==> config.mk <==
export PLATFORM = sky130hd
export DESIGN_NAME = regfile_burst_reader
export DESIGN_NICKNAME = d
export VERILOG_FILES = /design/src/rtl/regfile_burst_reader.sv
export SDC_FILE = /design/constraint.sdc
export NUM_CORES = 1
export LEC_CHECK = 0
export CORE_UTILIZATION = 44
export DETAILED_ROUTE_END_ITERATION = 7
export MAX_ROUTING_LAYER = met4
export PLACE_DENSITY = 0.81
export RECOVER_POWER = 50
export SYNTH_ARGS = -nofsm -noshare
export SYNTH_HDL_FRONTEND = slang
export SYNTH_SLANG_ARGS = --single-unit
==> constraint.sdc <==
create_clock -name clk -period 1.8 [get_ports clk]
set_input_delay 0.27 -clock clk [delete_from_list [all_inputs] [get_ports clk]]
set_output_delay 0.27 -clock clk [all_outputs]
set_load 0.01 [all_outputs]
==> src/rtl/regfile_burst_reader.sv <==
// Burst read sequencer: walks a wrap-around register-file address range and streams each word on valid/ready.
// Optional even-parity output `out_parity` is built when REGFILE_READER_PARITY_EN is defined.
module regfile_burst_reader #(
    parameter int Dwidth = 8,
    parameter int Awidth = 2
) (
    input  logic              clk,
    input  logic              rst_n,
    input  logic              start,
    input  logic [Awidth-1:0] start_addr,
    input  logic [Awidth:0]   len,
    output logic [Awidth-1:0] raddr,
    input  logic [Dwidth-1:0] rdata,
    output logic [Dwidth-1:0] out_data,
    output logic              out_valid,
    input  logic              out_ready,
    output logic              out_last,
    output logic              busy,
    output logic              done
`ifdef REGFILE_READER_PARITY_EN
    ,
    output logic              out_parity
`endif
);

    typedef enum logic [1:0] {
        ST_IDLE,
        ST_RUN,
        ST_DRAIN
    } state_t;

    localparam logic [Awidth:0] RemainOne = 1;

    state_t            r_state;
    state_t            w_nextState;
    logic [Awidth-1:0] r_raddr;
    logic [Awidth:0]   r_remaining;
    logic [Dwidth-1:0] r_outData;
    logic              r_outValid;
    logic              r_outLast;
    logic              r_done;
    logic              w_launch;
    logic              w_zeroDone;
    logic              w_load;
    logic              w_finish;

    always_ff @(posedge clk or negedge rst_n) begin
        if (!rst_n) begin
            r_state <= ST_IDLE;
        end else begin
            r_state <= w_nextState;
        end
    end

    always_comb begin
        w_nextState = r_state;
        w_launch    = 1'b0;
        w_zeroDone  = 1'b0;
        w_load      = 1'b0;
        w_finish    = 1'b0;
        unique case (r_state)
            ST_IDLE: begin
                if (start) begin
                    if (len != '0) begin
                        w_launch    = 1'b1;
                        w_nextState = ST_RUN;
                    end else begin
                        w_zeroDone  = 1'b1;
                    end
                end
            end
            ST_RUN: begin
                // The output register refills whenever it is empty or its beat is leaving this edge.
                if (!r_outValid || out_ready) begin
                    w_load = 1'b1;
                    if (r_remaining == RemainOne) begin
                        w_nextState = ST_DRAIN;
                    end
                end
            end
            ST_DRAIN: begin
                if (r_outValid && out_ready) begin
                    w_finish    = 1'b1;
                    w_nextState = ST_IDLE;
                end
            end
            default: begin
                w_nextState = ST_IDLE;
            end
        endcase
    end

    always_ff @(posedge clk or negedge rst_n) begin
        if (!rst_n) begin
            r_raddr     <= '0;
            r_remaining <= '0;
            r_outData   <= '0;
            r_outValid  <= 1'b0;
            r_outLast   <= 1'b0;
            r_done      <= 1'b0;
        end else begin
            r_done <= w_zeroDone || w_finish;
            if (w_launch) begin
                r_raddr     <= start_addr;
                r_remaining <= len;
            end
            if (w_load) begin
                r_outData   <= rdata;
                r_outValid  <= 1'b1;
                r_outLast   <= (r_remaining == RemainOne);
                r_raddr     <= r_raddr + 1'b1;
                r_remaining <= r_remaining - 1'b1;
            end
            if (w_finish) begin
                r_outValid <= 1'b0;
                r_outLast  <= 1'b0;
            end
        end
    end

`ifdef REGFILE_READER_PARITY_EN
    logic r_parity;

    always_ff @(posedge clk or negedge rst_n) begin
        if (!rst_n) begin
            r_parity <= 1'b0;
        end else if (w_load) begin
            r_parity <= ^rdata;
        end
    end

    assign out_parity = r_parity;
`endif

    assign raddr     = r_raddr;
    assign out_data  = r_outData;
    assign out_valid = r_outValid;
    assign out_last  = r_outLast;
    assign done      = r_done;
    assign busy      = (r_state != ST_IDLE);

endmodule

Yosys cells after proc, flatten, opt, wreduce, memory -nomap -nowiden
Index checks and enable logic that the tools add are counted.
{"block": "totals", "ff_bits": 18, "elab_cells": 51, "out_inout_bits": 14}
{"block": "op_classes", "eq_ne": 8, "n_reduce_logical": 10, "muxes": 24, "add_sub_neg": 2}
{"op": "$mux W1", "n": 14}
{"op": "$mux W2", "n": 7}
{"op": "$ne A2 B2 Y1 const B", "n": 5}
{"op": "$mux W3", "n": 2}
{"op": "$pmux W2 S3", "n": 1}
{"op": "$reduce_bool A2 Y1", "n": 3}
{"op": "$reduce_and A5 Y1", "n": 1}
{"op": "$eq A3 B1 Y1 const B", "n": 1}
{"op": "$reduce_bool A3 Y1", "n": 1}
{"op": "$sub A3 B1 Y3 const B", "n": 1}
{"op": "$add A2 B1 Y2 const B", "n": 1}
{"op": "$eq A2 B1 Y1 const B", "n": 1}
{"op": "$eq A2 B2 Y1 const B", "n": 1}
{"op": "$logic_not A2 Y1", "n": 1}
{"op": "$logic_or A1 B1 Y1", "n": 2}
{"op": "$logic_and A1 B1 Y1", "n": 1}
{"op": "$logic_not A1 Y1", "n": 1}

Longest topological paths before layout
Gate-level depths: netlist of run 1.
{"block": "depth", "ltp_word": 6, "ltp_mapped": 5, "depth_no_buf": 5}

Worst setup path before layout of run 1
No wires, ideal clock.
{"block": "synth_path", "kind": "register -> register", "start": "register r_outValid (netlist: out_valid)", "end": "register r_outData[0] (netlist: out_data[0])", "setup_time_ns": 0.128, "required_time_ns": 1.672, "stages_incl_launch_ff": 5, "path_slack_ns": 0.389, "t_arrival_ns": 1.284, "cell_sequence": "dfrtp_1 nor2b_1 buf_2 nor2_4 mux2_1"}
{"block": "synth_between", "elab_chain_len": 4}
{"item": "start, declared", "line_no": "39", "rtl": "logic r_outValid;"}
{"item": "start signal, assigned", "line_no": "98", "rtl": "r_outValid <= 1'b0;"}
{"item": "start signal, assigned", "line_no": "109", "rtl": "r_outValid <= 1'b1;"}
{"item": "start signal, assigned", "line_no": "115", "rtl": "r_outValid <= 1'b0;"}
{"item": "$logic_not A1 Y1", "line_no": "74", "rtl": "if (!r_outValid || out_ready) begin"}
{"item": "$logic_or A1 B1 Y1", "line_no": "74"}
{"item": "$mux W1", "line_no": "74"}
{"item": "$mux W1", "line_no": "61", "rtl": "unique case (r_state)"}
{"item": "end signal, assigned", "line_no": "108", "rtl": "r_outData <= rdata;"}
{"item": "end, declared", "line_no": "38", "rtl": "logic [Dwidth-1:0] r_outData;"}
Every way passes these cells.
A chain may end at the register's enable or synchronous reset.

Final worst setup path of run 1
{"block": "layout_path", "start": "register r_state[0]", "end": "output port busy"}
{"block": "layout_between", "elab_chain_len": 1}
{"item": "start, declared", "line_no": "34", "rtl": "state_t r_state;"}
{"item": "start signal, assigned", "line_no": "51", "rtl": "r_state <= w_nextState;"}
{"item": "$reduce_bool A2 Y1", "line_no": "140", "rtl": "assign busy = (r_state != ST_IDLE);"}
{"item": "end, declared", "line_no": "18", "rtl": "output logic busy,"}
Every way passes these cells.

==> key figures, run 1 <==
STA
  • WHS: 0.493 ns
  • Fin Setup TNS: 0 ns
  • Setup violation total in the final timing report: 0
  • Max_slew headroom: 34.6%
  • Minimum clock period: 1.74 ns
  • RSZ-0062 raised after global routing: false
  • Worst Max-Slew Pin Slew: 0.981 ns
  • Hold Vio Cnt, Final: 0
  • Worst Skew: 0.00449 ns
  • Final Cycle Share: 96.6%
  • Max Slew Vio Count: 0
  • Max Clk Rate: 575 MHz

Logic synthesis
  • Post-Syn Area: 932 µm²
  • Area contributors post-synth: dfrtp_1, mux2_1, a2111oi_4, ha_1, a21oi_1
  • Post-synth EDFFs: 0
  • Main flop type after synthesis: dfrtp_1
  • Sequential share of the synthesized area: 48.3%
  • Synth Area per Inst: 11.7 µm²
  • Count of cell types in the netlist: 36
  • Seq cells post-synth: 18
  • Synth Warn #: 0
  • Share of the synthesized area in the top cell type: 48.3%
  • Leading area contributor after synthesis: dfrtp_1
  • Ys async rst share: 100%
  • Syn Inst Count: 80
  • Post-Synthesis Net Count: 99

Detailed routing
  • DRT antenna net count: 0
  • DRC viols: 0
  • DR iter-0 viols: 28
  • Drt first pass iters: 4
  • Via count: 810
  • Routed vias/inst: 5.66
  • Total Wirelength: 2.10 mm
  • DR WL/cell: 14.7 µm

Hold path
  • Worst min path class: reg -> reg
  • Startpoint of the worst hold path: out_data[2]
  • WHS Endpoint: out_data[2]
  • Hold depth: 1

Finish
  • Area of the multi-input gates: 439 µm²
  • Seq. cell area: 453 µm²
  • Final instance area: 1310 µm²
  • Commonest non-fill, non-tap cells in the layout: clkdlybuf4s50_1, dfrtp_1, mux2_1
  • # diodes: 0
  • Fill count: 166
  • # nets final: 136
  • Most common cell after layout, fill and taps aside: clkdlybuf4s50_1
  • Synth-to-Final Area Change: 40.7%
  • Non-Filler Instances: 143
  • Layout cells sized above 1: 14.7%

Outcome
  • Outcome: completed

Floorplanning
  • Initial core utilization: 47.0%
  • DIE HEIGHT: 48.0 µm
  • Die X: 48.0 µm
  • Die ar.: 2310 µm²
  • Core Area: 1980 µm²
  • Cell Rows: 16
  • Io pins: 31

Global routing
  • Initial antenna violation count: 0
  • First-pass GRT wire length: 3.11 mm
  • Vias in the first global route: 698
  • Pin count of the biggest net entering global routing: 19
  • GRT Util Overall: 20.8%
  • Global route overflow: 0

Setup path
  • Setup CP Type: reg -> out
  • Reg2reg path depth: 4
  • Worst R2R Setup Slack: 0.18 ns
  • Critical Path AT: 1.47 ns
  • Reg-to-reg startpoint: r_state[1]
  • Crit-path max FO: 2
  • Worst R2R End: out_data[3]
  • Critical path buffer and inverter count: 1
  • Critical path's slowest cell: clkdlybuf4s50_1
  • Worst-path cell chain: or2_2 > clkdlybuf4s50_1
  • CP max stage delay: 0.48 ns
  • CP delay by family, top: buffers and inverters
  • Crit. End Element: output port
  • Worst Setup Start Kind: register
  • Req. time, crit path: 1.53 ns

Placed design
  • Final RePlAce weighted congestion: 0.867
  • Placed cell areas: 1270 µm²
  • Placed Cells: 137
  • Post-DP HPWL: 1.60 mm
  • Port Buf Inserts: 30

Clocking
  • H-tree levels: 1
  • Clock slew at reported path FFs: 0.10 ns
  • Root buffer cell: clkbuf_4
  • Clock tree buffer depth: 2
  • Hold bufs inserted after CTS: 0
  • Num CTS Buffers: 3
  • Clk Latency, worst-skew pair: 0.29 ns
  • CTS sink count: 18
  • CTS tree: done

Run
  • Max_cap viols: 0

Power and ir drop
  • Static leakage power: 0.000525 µW
  • Cell Pwr Density: 1520 nW/µm²
  • VDD IR max: 782 µV
## sequential cells by signal (all words and copies together), names as in the netlist
register     flops
out_data         8
r_remaining      3
r_state          2
raddr            2
done             1
out_last         1
out_valid        1
## Yosys cell counts, types with 2 or more instances
cell      instances
nand3_1           3
nand2_1           4
mux2_1            8
ha_1              2
buf_2             3
o21ai_0           3
nor2b_1           2
inv_1             3
a21oi_1           4
a31oi_1           2
a22oi_1           2
nand2b_1          3
dfrtp_1          18
## routing by layer
metal  wire, µm  vias up  track usage, %  part of all wire, %
met2       1110       29            34.9                   53
li1           -      373               -                    -
met1        855      402            23.9                   41
met3         87        6            3.77                  4.1
met4         46        0            9.44                  2.2
met5          0        -               -                    0
## worst max-delay path by stage
stage | startpoint | endpoint | slack (ns) | cells after the start
finish | r_state[0] | busy | 0.06 | 2
CTS | r_state[0] | busy | 0.06 | 2
detailed placement | start | raddr[1] | 0.02 | 4
floorplan | out_valid | out_data[0] | 0.39 | 4
global route | r_state[0] | busy | 0.02 | 2
global placement | start | raddr[1] | 0.08 | 4
## through the flow
stage	setup WS (ns)	power [µW]	util, %
after floorplan	0.389	1280	-
after global placement	0.0839	1680	64.1
after detailed placement	0.0158	1720	64.1
after CTS	0.0586	2000	66.8
after global routing	0.0173	2110	66.2
final	0.0606	1990	66.2
## power breakdown
group          switching [µW]  internal [µW]  total (µW)
Combinational             480            565        1040
Clock                     123            123         247
Sequential                111            587         698
## cells by family after synthesis
group                    Yosys count  share of synthesized area (%)
flip-flops                        18                           48.3
AND/OR/NAND/NOR                   23                           16.4
buffers and inverters              7                           4.03
adder cells (fa/ha/maj)            2                           2.68
AO/OA/AOI/OAI                     22                           18.9
multiplexers                       8                           9.66
## area by class of cell
cell class              count  share of cell area [%]
multi-input cells          55                    33.5
inverters                   3                   0.859
flip-flops and latches     18                    34.5
well taps                  27                    2.58
repair buffers             36                    25.8
clock buffers               4                    2.77
## timing repair
action,4_1_cts,5_1_grt
endpoints found under the setup margin,1,0
buffers inserted,2,0
gates resized for setup,2,0
Power figures use the tool's default switching activity.
==> run 2, diff against run 1 <==
--- a/config.mk
+++ b/config.mk
@@ -5,6 +5,7 @@
 export SDC_FILE = /design/constraint.sdc
 export NUM_CORES = 1
 export LEC_CHECK = 0
+export CORE_MARGIN = 3
 export CORE_UTILIZATION = 44
 export DETAILED_ROUTE_END_ITERATION = 7
 export MAX_ROUTING_LAYER = met4
==> run 2 against run 1 <==
- die area is 17% higher
- core utilization stayed put
- via count decreased by 4.9%
- cell count unchanged
- combinational power barely moved
- clock power barely moved
- global-route usage shrank 2.4 points
- power shrank 0.71%
- worst hold slack improved by 0.0015 ns
- sequential power decreased by 0.7%
- critical endpoint unchanged
- largest cell class unchanged
- highest routed layer unchanged
==> key figures, run 2 (synthesis gave the netlist of run 1 again) <==
Floorplanning
  • Io pins: 31
  • Core Area: 1980 µm²
  • Die ar.: 2710 µm²
  • Initial core utilization: 47.0%
  • Cell Rows: 16
  • DIE HEIGHT: 52.0 µm
  • Die X: 52.0 µm

Detailed routing
  • Routed vias/inst: 5.38
  • DR iter-0 viols: 7
  • Drt first pass iters: 4
  • DRT antenna net count: 0
  • DRC viols: 0
  • Via count: 770
  • DR WL/cell: 14.2 µm
  • Total Wirelength: 2.03 mm

STA
  • Hold Vio Cnt, Final: 0
  • Final Cycle Share: 96.7%
  • Final worst slack: 0.0600 ns
  • Max Slew Vio Count: 0
  • Worst Max-Slew Pin Slew: 0.963 ns
  • Setup violation total in the final timing report: 0
  • RSZ-0062 raised after global routing: false
  • Fin Setup TNS: 0 ns
  • Max_slew headroom: 35.8%
  • Minimum clock period: 1.74 ns
  • Max Clk Rate: 575 MHz
  • Worst Skew: 0.00339 ns

Setup path
  • Crit path capture: busy
  • Req. time, crit path: 1.53 ns
  • Worst R2R Setup Slack: 0.22 ns
  • Setup CP Type: reg -> out
  • Crit path launch: r_state[0]
  • Worst R2R End: out_data[7]
  • Worst Setup Start Kind: register
  • Critical Path AT: 1.47 ns
  • Reg2reg path depth: 4
  • Reg-to-reg startpoint: r_state[1]
  • Crit-path max FO: 2
  • Crit. End Element: output port

Hold path
  • Worst min path class: reg -> reg

Finish
  • Layout cells sized above 1: 14.7%
  • Max reg flops: 8
  • # nets final: 136
  • Seq. cell area: 453 µm²
  • Synth-to-Final Area Change: 40.7%
  • Fill count: 147
  • Most common cell after layout, fill and taps aside: clkdlybuf4s50_1
  • Commonest non-fill, non-tap cells in the layout: clkdlybuf4s50_1, dfrtp_1, mux2_1
  • Area of the multi-input gates: 439 µm²
  • Non-Filler Instances: 143
  • # diodes: 0

Global routing
  • Global route overflow: 0
  • GRT Util Overall: 18.3%
  • Pin count of the biggest net entering global routing: 19
  • Vias in the first global route: 843
  • Initial antenna violation count: 0
  • First-pass GRT wire length: 3.57 mm

Clocking
  • Clk Latency, worst-skew pair: 0.29 ns
  • Num CTS Buffers: 3
  • CTS sink count: 18
  • Root buffer cell: clkbuf_4
  • Clock slew at reported path FFs: 0.10 ns
  • CTS tree: done
  • Clock tree buffer depth: 2
  • H-tree levels: 1

Power and ir drop
  • Tot Pwr: 1980 µW
  • Cell Pwr Density: 1510 nW/µm²
  • VDD IR max: 886 µV
  • Static leakage power: 0.000528 µW

Placed design
  • Post-DP HPWL: 1.52 mm
  • Placed Cells: 137
  • Port Buf Inserts: 30
  • Final RePlAce weighted congestion: 0.885
  • Pre-CTS WS: 0.0551 ns

Outcome
  • Outcome: completed

Run
  • Max_cap viols: 0
[run 2: area by class of cell]
class                           instances  share of cell area [%]
Clock buffer                            4                    2.77
Inverter                                3                   0.859
Multi-Input combinational cell         55                    33.5
Sequential cell                        18                    34.5
Tap cell                               27                    2.58
Timing Repair Buffer                   36                    25.8
[run 2: per-layer routing]
layer  vias to the layer above  GRT usage (%)  part of all wire, %
met5                         -              -                    0
met4                         0           9.61                  2.0
met3                         5           2.01                  3.3
met2                        24           30.8                   52
met1                       369           21.6                   42
li1                        372              -                    -
[run 2: critical path, stage by stage (launching register included)]
cell	delay (ns)
dfrtp_2	0.41
or2_2	0.28
clkdlybuf4s50_1	0.49
[run 2: worst min-delay path by stage]
stage / start / to / slack, ns / cells past startpoint
CTS: rst_n / out_valid / 0.30 / 2
detailed placement: out_data[0] / out_data[0] / 0.48 / 1
global placement: out_data[1] / out_data[1] / 0.47 / 1
global route: out_data[2] / out_data[2] / 0.52 / 1
floorplan: rst_n / done / -0.03 / 0
finish: out_data[0] / out_data[0] / 0.49 / 1
[run 2: stage by stage]
stage / utilization [%] / cell area (µm²) / hold WS [ns]
after detailed placement: 64.1 / 1270 / 0.478
after global placement: 64.1 / 1270 / 0.468
after floorplan: - / 932 / -0.0256
after global routing: 66.2 / 1310 / 0.524
final: 66.2 / 1310 / 0.494
after CTS: 66.8 / 1320 / 0.300
[run 2: repair_timing]
item                       in CTS  in global routing
hold buffers                    0                  0
gates resized for setup         2                  0
setup endpoints to repair       1                  0
buffers inserted                2                  0
[run 2: where the power goes]
group          switching (µW)  internal, µW  leakage [µW]
clock network             122           123     0.0000210
logic                     474           563      0.000297
registers                 106           587      0.000209
